===== src/rtl/fb_kbd_ctrl_pkg.sv =====
// Shared types and constants for the PS/2 keyboard controller.
package fb_kbd_ctrl_pkg;

    typedef enum logic [1:0] {
        StIdle   = 2'd0,
        StData   = 2'd1,
        StParity = 2'd2,
        StStop   = 2'd3
    } kbd_state_e;

    // Status word bit positions
    localparam int unsigned StatAv     = 0;
    localparam int unsigned StatOvf    = 1;
    localparam int unsigned StatPerr   = 2;
    localparam int unsigned StatCntLsb = 4;

    // True when data bits plus parity bit hold an odd number of ones
    function automatic logic odd_parity_ok(input logic [7:0] d, input logic p);
        return ^{d, p};
    endfunction

endpackage


===== src/rtl/fb_kbd_ctrl_if.sv =====
// CPU-side load-path port of the keyboard controller.
interface fb_kbd_ctrl_if;
    logic        rd_en;
    logic        rd_sel;
    logic [31:0] rd_data;
    logic        irq;

    modport master (output rd_en, output rd_sel, input rd_data, input irq);
    modport slave  (input rd_en, input rd_sel, output rd_data, output irq);
endinterface


===== src/rtl/fb_kbd_fifo.sv =====
// Synchronous scan-code FIFO; a push while full is accepted only if a pop happens the same cycle.
module fb_kbd_fifo #(
    parameter int unsigned DEPTH = 4,
    localparam int unsigned AW   = $clog2(DEPTH),
    localparam int unsigned CW   = AW + 1
) (
    input  logic          clk,
    input  logic          rst_n,
    input  logic          push,
    input  logic [7:0]    wdata,
    input  logic          pop,
    output logic [7:0]    rdata,
    output logic          full,
    output logic          empty,
    output logic [CW-1:0] count
);

    logic [7:0]    mem_q [DEPTH];
    logic [AW-1:0] wr_ptr_q, rd_ptr_q;
    logic [CW-1:0] count_q;
    logic          wr, rd;

    assign full  = (count_q == CW'(DEPTH));
    assign empty = (count_q == '0);
    assign count = count_q;
    assign rdata = mem_q[rd_ptr_q];
    assign wr    = push && (!full || pop);
    assign rd    = pop && !empty;

    always_ff @(posedge clk) begin
        if (wr) begin
            mem_q[wr_ptr_q] <= wdata;
        end
    end

    always_ff @(posedge clk or negedge rst_n) begin
        if (!rst_n) begin
            wr_ptr_q <= '0;
            rd_ptr_q <= '0;
            count_q  <= '0;
        end else begin
            if (wr) begin
                wr_ptr_q <= wr_ptr_q + AW'(1);
            end
            if (rd) begin
                rd_ptr_q <= rd_ptr_q + AW'(1);
            end
            if (wr && !rd) begin
                count_q <= count_q + CW'(1);
            end else if (rd && !wr) begin
                count_q <= count_q - CW'(1);
            end
        end
    end

endmodule


===== src/rtl/fb_kbd_ctrl.sv =====
// PS/2 keyboard controller: synchroniser, receive FSM, sticky flags and CPU read mux.
// Define FB_KBD_PARITY_EN to enable odd-parity checking and the perr status flag.
module fb_kbd_ctrl
    import fb_kbd_ctrl_pkg::*;
#(
    parameter int unsigned FIFO_DEPTH  = 4,
    parameter int unsigned TIMEOUT_CYC = 4096
) (
    input  logic          clk,
    input  logic          rst_n,
    input  logic          ps2_clk,
    input  logic          ps2_data,
    fb_kbd_ctrl_if.slave  bus
);

    localparam int unsigned CW  = $clog2(FIFO_DEPTH) + 1;
    localparam int unsigned TW  = $clog2(TIMEOUT_CYC);

    logic          pclk_s1_q, pclk_s2_q, pclk_s3_q;
    logic          pdat_s1_q, pdat_s2_q;
    logic          strike, data_s;

    kbd_state_e    state_q;
    logic [2:0]    bit_cnt_q;
    logic [7:0]    shift_q;
    logic [TW-1:0] tmo_q;
    logic          push_q;

    logic [7:0]    head;
    logic          full, empty, pop, ovf_evt, st_rd;
    logic [CW-1:0] count;
    logic          ovf_q, irq_q, perr_bit;
    logic [31:0]   rd_data_q, status;

    // Sync flops idle high so reset release never looks like a clock fall
    always_ff @(posedge clk or negedge rst_n) begin
        if (!rst_n) begin
            pclk_s1_q <= 1'b1;
            pclk_s2_q <= 1'b1;
            pclk_s3_q <= 1'b1;
            pdat_s1_q <= 1'b1;
            pdat_s2_q <= 1'b1;
        end else begin
            pclk_s1_q <= ps2_clk;
            pclk_s2_q <= pclk_s1_q;
            pclk_s3_q <= pclk_s2_q;
            pdat_s1_q <= ps2_data;
            pdat_s2_q <= pdat_s1_q;
        end
    end

    assign strike = pclk_s3_q && !pclk_s2_q;
    assign data_s = pdat_s2_q;

`ifdef FB_KBD_PARITY_EN
    logic par_q, perr_evt_q, perr_q;
`endif

    always_ff @(posedge clk or negedge rst_n) begin
        if (!rst_n) begin
            state_q    <= StIdle;
            bit_cnt_q  <= '0;
            shift_q    <= '0;
            tmo_q      <= '0;
            push_q     <= 1'b0;
`ifdef FB_KBD_PARITY_EN
            par_q      <= 1'b0;
            perr_evt_q <= 1'b0;
`endif
        end else begin
            push_q <= 1'b0;
`ifdef FB_KBD_PARITY_EN
            perr_evt_q <= 1'b0;
`endif
            if (state_q == StIdle || strike) begin
                tmo_q <= '0;
            end else begin
                tmo_q <= tmo_q + TW'(1);
            end
            unique case (state_q)
                StIdle: begin
                    if (strike && !data_s) begin
                        state_q   <= StData;
                        bit_cnt_q <= '0;
                    end
                end
                StData: begin
                    if (strike) begin
                        shift_q   <= {data_s, shift_q[7:1]};
                        bit_cnt_q <= bit_cnt_q + 3'd1;
                        if (bit_cnt_q == 3'd7) begin
                            state_q <= StParity;
                        end
                    end
                end
                StParity: begin
                    if (strike) begin
`ifdef FB_KBD_PARITY_EN
                        par_q <= data_s;
`endif
                        state_q <= StStop;
                    end
                end
                StStop: begin
                    if (strike) begin
                        state_q <= StIdle;
                        if (data_s) begin
`ifdef FB_KBD_PARITY_EN
                            if (odd_parity_ok(shift_q, par_q)) begin
                                push_q <= 1'b1;
                            end else begin
                                perr_evt_q <= 1'b1;
                            end
`else
                            push_q <= 1'b1;
`endif
                        end
                    end
                end
                default: state_q <= StIdle;
            endcase
            // A stalled frame is abandoned; the partial byte is never pushed
            if (state_q != StIdle && !strike && tmo_q == TW'(TIMEOUT_CYC - 1)) begin
                state_q <= StIdle;
            end
        end
    end

    assign pop     = bus.rd_en && bus.rd_sel && !empty;
    assign st_rd   = bus.rd_en && !bus.rd_sel;
    assign ovf_evt = push_q && full && !pop;

    fb_kbd_fifo #(
        .DEPTH (FIFO_DEPTH)
    ) u_fifo (
        .clk   (clk),
        .rst_n (rst_n),
        .push  (push_q),
        .wdata (shift_q),
        .pop   (pop),
        .rdata (head),
        .full  (full),
        .empty (empty),
        .count (count)
    );

`ifdef FB_KBD_PARITY_EN
    always_ff @(posedge clk or negedge rst_n) begin
        if (!rst_n) begin
            perr_q <= 1'b0;
        end else if (st_rd) begin
            perr_q <= perr_evt_q;
        end else begin
            perr_q <= perr_q | perr_evt_q;
        end
    end
    assign perr_bit = perr_q;
`else
    assign perr_bit = 1'b0;
`endif

    always_comb begin
        status                     = '0;
        status[StatAv]             = !empty;
        status[StatOvf]            = ovf_q;
        status[StatPerr]           = perr_bit;
        status[StatCntLsb +: 4]    = 4'(count);
    end

    // A flag event coinciding with the status read survives the clear
    always_ff @(posedge clk or negedge rst_n) begin
        if (!rst_n) begin
            ovf_q     <= 1'b0;
            irq_q     <= 1'b0;
            rd_data_q <= '0;
        end else begin
            irq_q <= !empty;
            if (st_rd) begin
                ovf_q <= ovf_evt;
            end else begin
                ovf_q <= ovf_q | ovf_evt;
            end
            if (bus.rd_en) begin
                if (bus.rd_sel) begin
                    rd_data_q <= empty ? 32'h0 : {24'h0, head};
                end else begin
                    rd_data_q <= status;
                end
            end
        end
    end

    assign bus.rd_data = rd_data_q;
    assign bus.irq     = irq_q;

endmodule


===== src/flat_wrapper.sv =====
// flat-port wrapper written by rule: the top's interface ports become plain ports
module fb_kbd_ctrl_flat import fb_kbd_ctrl_pkg::*;
#(
    parameter int unsigned FIFO_DEPTH  = 4,
    parameter int unsigned TIMEOUT_CYC = 4096
)
  (clk, rst_n, ps2_clk, ps2_data, bus_rd_en, bus_rd_sel, bus_rd_data, bus_irq);
  fb_kbd_ctrl_if bus_i ();
  input  logic clk;
  input  logic rst_n;
  input  logic ps2_clk;
  input  logic ps2_data;
  input wire logic [$bits(bus_i.rd_en)-1:0] bus_rd_en;
  input wire logic [$bits(bus_i.rd_sel)-1:0] bus_rd_sel;
  output wire logic [$bits(bus_i.rd_data)-1:0] bus_rd_data;
  output wire logic [$bits(bus_i.irq)-1:0] bus_irq;
  assign bus_i.rd_en = bus_rd_en;
  assign bus_i.rd_sel = bus_rd_sel;
  assign bus_rd_data = bus_i.rd_data;
  assign bus_irq = bus_i.irq;
  fb_kbd_ctrl #(.FIFO_DEPTH(FIFO_DEPTH), .TIMEOUT_CYC(TIMEOUT_CYC)) u_core (.clk(clk), .rst_n(rst_n), .ps2_clk(ps2_clk), .ps2_data(ps2_data), .bus(bus_i));
endmodule

===== config.mk =====
export PLATFORM = sky130hd
export DESIGN_NAME = fb_kbd_ctrl_flat
export DESIGN_NICKNAME = d
export VERILOG_FILES = /design/src/rtl/fb_kbd_ctrl_pkg.sv /design/src/rtl/fb_kbd_ctrl_if.sv /design/src/rtl/fb_kbd_fifo.sv /design/src/rtl/fb_kbd_ctrl.sv /design/src/flat_wrapper.sv
export SDC_FILE = /design/constraint.sdc
export NUM_CORES = 1
export LEC_CHECK = 0
export BUFFER_PORTS_ARGS = -buffer_cell sky130_fd_sc_hd__buf_2
export CAP_MARGIN = 40
export CELL_PAD_IN_SITES_DETAIL_PLACEMENT = 0
export CELL_PAD_IN_SITES_GLOBAL_PLACEMENT = 1
export CORE_MARGIN = 1.5
export CORE_UTILIZATION = 48
export DETAILED_ROUTE_END_ITERATION = 8
export GPL_TIMING_DRIVEN = 0
export PLACE_DENSITY = 0.84
export SYNTH_ARGS = -nofsm -noshare
export SYNTH_HDL_FRONTEND = slang
export SYNTH_SLANG_ARGS = --single-unit

===== constraint.sdc =====
create_clock -name clk -period 2.4 [get_ports clk]
set_input_delay 0.48 -clock clk [delete_from_list [all_inputs] [get_ports clk]]
set_output_delay 0.48 -clock clk [all_outputs]
set_load 0.01 [all_outputs]

==> results of run 1 <==
[flip-flops by register name, indices dropped and copies added, names as in the netlist, 2 cells and up]
| register | cells |
|---|---|
| u_core.state_q | 2 |
| u_core.u_fifo.mem_q | 32 |
| u_core.u_fifo.count | 3 |
| u_core.tmo_q | 12 |
| u_core.bit_cnt_q | 3 |
| u_core.bus.rd_data | 8 |
| u_core.u_fifo.rd_ptr_q | 2 |
| u_core.u_fifo.wr_ptr_q | 2 |
| u_core.shift_q | 8 |
[cells in the mapped netlist, types with 3 or more instances]
library cell	number	area, um2
ha_1	12	150
xnor2_1	5	43.8
edfxtp_1	32	961
mux2_2	10	113
and3_1	7	43.8
nor2_1	19	71.3
dfrtp_1	43	1080
mux4_2	4	90.1
a21oi_1	13	65.1
inv_1	16	60.1
o22ai_1	3	18.8
clkbuf_1	3	11.3
nand2_1	7	26.3
buf_4	24	180
and2_1	4	25.0
nand3_1	6	30.0
mux4_1	4	105
o21ai_0	7	35.0
a22o_1	4	35.0
or3_1	3	18.8
xor2_1	9	78.8
nand4_1	4	25.0
dfstp_2	5	131
[stage by stage]
step | instances | hold WS, ps | setup WS (ps) | TNS, ps | area (um2)
5_1_grt | 415 | 163 | 13.7 | 0 | 4080
3_3_place_gp | 399 | 346 | -120 | -173 | 3820
4_1_cts | 416 | 136 | 14.7 | 0 | 4070
2_1_floorplan | 288 | 184 | 184 | 0 | 3640
3_5_place_dp | 400 | 347 | -182 | -283 | 3840
6_report | 415 | 122 | 161 | 0 | 4080
[critical path: stages, from the launching register on]
cell and delay [ps]:
dfrtp_1 470, nor2_1 110, a31oi_2 430, ha_1 260, inv_1 60, fa_1 370, xor2_1 170, nor2_1 120
xor2_1 170
[metal layers]
metal | GRT usage [%] | part of all wire (%) | up-vias
met4 | 7.83 | 1.1 | 0
li1 | - | - | 979
met5 | 0 | 0 | -
met3 | 3.14 | 4.7 | 5
met1 | 20.4 | 46 | 939
met2 | 23.7 | 48 | 56
[final cells by class]
type,instances,area [um2],area share [%]
Buffer,30,214,5.25
Clock buffer,9,124,3.04
Clock inverter,7,95.1,2.33
Inverter,16,60.1,1.47
Multi-Input combinational cell,161,1210,29.7
Sequential cell,80,2170,53.2
Tap cell,99,124,3.04
Timing Repair Buffer,13,80.1,1.96
[kinds of logic (layout without fill, tap and decap cells)]
logic type	after synthesis	after routing	synth area share (%)
adder cells (fa/ha/maj)	13	13	4.79
XOR/XNOR	14	14	3.45
buffers and inverters	47	75	7.82
other	1	24	0.106
AND/OR/NAND/NOR	60	60	8.81
flip-flops	80	80	61.0
AO/OA/AOI/OAI	32	32	5.32
multiplexers	18	18	8.67
[power by group through the flow]
| stage | Combinational, uW | Clock (uW) | Sequential [uW] |
|---|---|---|---|
| 5_1_grt | 1100 | 1160 | 1930 |
| 3_5_place_dp | 988 | 0 | 1930 |
| 4_1_cts | 992 | 1090 | 1900 |
| 2_1_floorplan | 736 | 0 | 1900 |
| 6_report | 986 | 1070 | 1900 |
| 3_3_place_gp | 952 | 0 | 1910 |
[how the worst max path moves through the flow]
| stage | from | end | slack (ps) | cells after the start |
|---|---|---|---|---|
| after floorplan | bus_rd_sel | u_core.u_fifo.count[2]$_DFFE_PN0P_ | 180 | 9 |
| after global placement | bus_rd_en | u_core.u_fifo.count[2]$_DFFE_PN0P_ | -120 | 9 |
| after detailed placement | bus_rd_en | u_core.u_fifo.count[2]$_DFFE_PN0P_ | -180 | 9 |
| after CTS | u_core.u_fifo.count[0]$_DFFE_PN0P_ | u_core.u_fifo.count[2]$_DFFE_PN0P_ | 10 | 9 |
| after global routing | u_core.u_fifo.count[0]$_DFFE_PN0P_ | u_core.u_fifo.count[2]$_DFFE_PN0P_ | 10 | 8 |
| final | u_core.u_fifo.count[0]$_DFFE_PN0P_ | u_core.u_fifo.count[2]$_DFFE_PN0P_ | 160 | 8 |
[repair_timing]
item	in CTS	in global routing
cloned	0	0
setup endpoints to repair	1	1
resized for setup	1	2
==> metrics.md, run 1 <==
| Metric | Value |
|---|---|
| Pwr Density | between 900 and 1000 nW/um2 |
| Final Util | between 50% and 60% |
| Gate count of the mapped netlist | ~270 |
| Asr flop ratio synth | between 60% and 70% |
| Total power | around 4000 uW |
| CTS tree | yes |
| Critical Path End Type | register |
| Core area | between 7000 and 8000 um2 |
| Remaining DRCs | 0 |
| Sequential fraction of the synthesis area | about 60% |
| EDFF count, synth | 32 |
| Syn Area/Cell | between 10 and 15 um2 |
| Core Rows | 31 |
| Root buffer cell | clkbuf_8 |
| Final worst path period share | between 90% and 100% |
| Most frequent cells in the layout | dfrtp_1, edfxtp_1, buf_4, conb_1, nor2_1 |
| WS Path Type | reg2reg |
| #FFs+latches synth | 80 |
| Clock transition at path regs | about 80 ps |
| Unrepaired setup endpoints after global routing | false |
| Final setup violation count | 0 |
| Skew final | about 7.8 ps |
| Clock share of power | a little over a quarter |
| Routed WL | between 5 and 6 mm |
| Commonest non-fill, non-tap cell in the layout | dfrtp_1 |
| DR WL/cell | 13.3 um |
| Register-to-register setup slack | approximately 160 ps |
| Flop pwr share | 48.0% |
| Syn. warnings | 0 |
| Via Count | between 1500 and 2000 |
| Antenna Cells | 0 |
| Worst EP arrival | around 2500 ps |
| Max clock buf depth | 2 |
| Status | finished, final reports clean |
| Worst r2r path cells | 8 |
| Net Sw Frac | between 20% and 30% |
| Detail Route Antenna Nets | 0 |
| Startpoint types | register |
| Worst min path class | in2async |
| CTS Buf Count | 9 |
| Reg-to-Reg Start | u_core.u_fifo.count[0]$_DFFE_PN0P_ |
| CP Data Required Time | around 2700 ps |
| Hold buffer count at cts | 0 |
| Initial antenna violation count | 0 |
| Period minus WS final | approximately 2200 ps |
| Fillers | about 600 |
| Max VDD drop | 0.000393 V |
| DR iter-0 viols | just over 100 |
| Chip height | slightly below 90 um |
| Gate power share | 24.9% |
| Slew Viols, Final | 0 |
| DRT Pass-1 Iters | 5 |
| Die footprint | ~7900 um2 |
| Port Buffers | 12 |
| Final HPWL DP | just under 4 mm |
| Cell-internal power | approximately 2800 uW |
| Area delta synth->final | 14.8% |
| Sw Pwr | 1180 uW |
| First-pass GRT wire length | 8.78 mm |
| Die span in x | between 80 and 90 um |
| RR Endpoint | u_core.u_fifo.count[2]$_DFFE_PN0P_ |
| Global route overflow | 0 |
| Largest net degree at the start of global routing | 26 |
| Vias per cell | between 4 and 5 |
| MaxCap Viol Count | 0 |
| Slew headroom | a little over three fifths |
| # clock sinks | 80 |
| Clk Latency, worst-skew pair | around 340 ps |
| CTS H-tree lvls | 3 |
| Postcts setup bufs | 0 |
| Starting Density | about half |
| GRT Total Usage | 15.2% |
| Post-synth cell types | 38 |
| Leakage dissipation | between 0.0015 and 0.002 uW |
| Hold Vio Cnt, Final | 0 |
| Slew @ Worst Pin | 552 ps |
| Ys flop type | dfrtp_1 |
| Crit-path max FO | 8 |
| # IOs | 39 |
| Number of global-route vias before repair | roughly 1900 |
| Share of cells above drive strength 1 | between 20% and 30% |
| Nets | 330 |
| Max Fclk | between 400 and 500 MHz |
| Final GP Congestion | 0.794 |
| Synth Cell Area | 3550 um2 |
Note: power is estimated with default switching activity, not from simulation.
==> inputs of run 2 (changes only) <==
MAX_ROUTING_LAYER = met4   (was unset)
==> metrics.md, run 2 (synthesis results as in run 1) <==
| Metric | Value |
|---|---|
| CP Data Required Time | 2660 ps (about the same) |
| Leakage dissipation | 0.00181 uW (unchanged) |
| Largest net degree at the start of global routing | 26 (unchanged) |
| Max clock buf depth | 2 (unchanged) |
| Skew final | 8.05 ps (+0.202 ps) |
| Area delta synth->final | 14.8% (unchanged) |
| Remaining DRCs | 0 (unchanged) |
| CTS tree | yes |
| Unrepaired setup endpoints after global routing | false |
| WS Path Type | reg2reg |
| Slew @ Worst Pin | 552 ps (-0.0972 ps) |
| Hold Vio Cnt, Final | 0 (unchanged) |
| # IOs | 39 (unchanged) |
| First-pass GRT wire length | 8.77 mm (about the same) |
| Reg-to-Reg Start | u_core.u_fifo.count[0]$_DFFE_PN0P_ |
| Global route overflow | 0 (unchanged) |
| Port Buffers | 12 (unchanged) |
| DR iter-0 viols | 99 (-2.9%) |
| Worst r2r path cells | 8 (unchanged) |
| Vias per cell | 4.76 (-0.15%) |
| Starting Density | 49.2% (unchanged) |
| Via Count | 1976 (-0.15%) |
| CTS H-tree lvls | 3 (unchanged) |
| Clk Latency, worst-skew pair | 340 ps (about the same) |
| Root buffer cell | clkbuf_8 |
| Registers with the most flip-flops | u_core.u_fifo.mem_q x32, u_core.tmo_q x12 |
| GRT Total Usage | 15.7% (+0.48 points) |
| Worst EP arrival | 2500 ps (about the same) |
| Chip height | 89.0 um (unchanged) |
| DRT Pass-1 Iters | 4 (-1) |
| Slew Viols, Final | 0 (unchanged) |
| Initial antenna violation count | 0 (unchanged) |
| DR WL/cell | 13.3 um (-0.25%) |
| Final HPWL DP | 3.91 mm (unchanged) |
| Max reg flops | 32 (unchanged) |
| Nets | 330 (unchanged) |
| # clock sinks | 80 (unchanged) |
| Clock transition at path regs | 80 ps (about the same) |
| Worst min path class | in2async |
| Max VDD drop | 0.000393 V (about the same) |
| Final Util | 56.5% (unchanged) |
| Top reg by flops | u_core.u_fifo.mem_q |
| Detail Route Antenna Nets | 0 (unchanged) |
| Total negative setup slack | 0 ps (unchanged) |
| Share of cells above drive strength 1 | 25.3% (unchanged) |
| MaxCap Viol Count | 0 (unchanged) |
| Final setup violation count | 0 (unchanged) |
| Startpoint types | register |
| Critical Path End Type | register |
| CTS Buf Count | 9 (unchanged) |
| Most frequent cells in the layout | dfrtp_1, edfxtp_1, buf_4, conb_1, nor2_1 |
| Crit-path max FO | 8 (unchanged) |
| Hold buffer count at cts | 0 (unchanged) |
| Die span in x | 89.0 um (unchanged) |
| Max Fclk | 447 MHz (about the same) |
| Final GP Congestion | 0.805 (+1.4%) |
| Status | finished, final reports clean |
| Routed WL | 5.52 mm (-0.25%) |
| Period minus WS final | 2240 ps (-0.513 ps) |
| Core area | 7210 um2 (unchanged) |
| Pwr Density | 969 nW/um2 (about the same) |
| Commonest non-fill, non-tap cell in the layout | dfrtp_1 |
| Register-to-register setup slack | 160 ps (about the same) |
| Final worst path period share | 93.3% (about the same) |
| Die footprint | 7930 um2 (unchanged) |
| RR Endpoint | u_core.u_fifo.count[2]$_DFFE_PN0P_ |
| Number of global-route vias before repair | 1889 (+0.053%) |
| Core Rows | 31 (unchanged) |
| Slew headroom | 63.2% (about the same) |
| Antenna Cells | 0 (unchanged) |
[run 2: per-stage QoR]
stage	total power [uW]	instance area [um2]	hold WS, ps	worst slack (ps)	cells
floorplan	2640	3640	184	184	288
global placement	2860	3820	346	-120	399
detailed placement	2910	3840	347	-182	400
CTS	3990	4070	136	14.7	416
global route	4190	4080	163	13.7	415
finish	3950	4080	126	161	415
[run 2: routing by layer]
layer | share of wire, % | routed length, um | global-route usage, % | vias up
met5 | 0 | 0 | - | -
met4 | 1.1 | 59 | 7.83 | 0
met3 | 4.1 | 226 | 3.14 | 4
met2 | 48 | 2670 | 23.7 | 53
met1 | 47 | 2570 | 20.4 | 940
li1 | - | - | - | 979
[run 2: worst max path at each step]
| stage | startpoint | to | slack [ps] | cells after the start |
|---|---|---|---|---|
| after floorplan | bus_rd_sel | u_core.u_fifo.count[2]$_DFFE_PN0P_ | 180 | 9 |
| after global placement | bus_rd_en | u_core.u_fifo.count[2]$_DFFE_PN0P_ | -120 | 9 |
| after detailed placement | bus_rd_en | u_core.u_fifo.count[2]$_DFFE_PN0P_ | -180 | 9 |
| after CTS | u_core.u_fifo.count[0]$_DFFE_PN0P_ | u_core.u_fifo.count[2]$_DFFE_PN0P_ | 10 | 9 |
| after global routing | u_core.u_fifo.count[0]$_DFFE_PN0P_ | u_core.u_fifo.count[2]$_DFFE_PN0P_ | 10 | 8 |
| final | u_core.u_fifo.count[0]$_DFFE_PN0P_ | u_core.u_fifo.count[2]$_DFFE_PN0P_ | 160 | 8 |
[run 2: power breakdown]
group,switching (uW),total [uW],internal [uW],leakage (uW)
combinational,493,986,493,0.000787
clock,478,1070,588,0.000111
sequential,202,1900,1700,0.000910
total,1170,3950,2780,0.00181
[run 2: repair_timing]
action	CTS	global route
hold endpoints to repair	0	0
setup endpoints to repair	1	1
setup buffers	0	0
gates resized for setup	1	2
[run 2: area by class of cell]
class                      count  area [um2]
clock buffer                   9         124
tap                           99         124
clock inverter                 7        95.1
inverter                      16        60.1
fill                         603        3140
sequential                    80        2170
timing repair buffer          13        80.1
buffer                        30         214
multi-input combinational    161        1210
[run 2: worst max-delay path, stage by stage, from the launching register on]
cell and delay (ps):
dfrtp_1 470, nor2_1 110, a31oi_2 430, ha_1 260, inv_1 60, fa_1 370, xor2_1 170, nor2_1 120
xor2_1 170
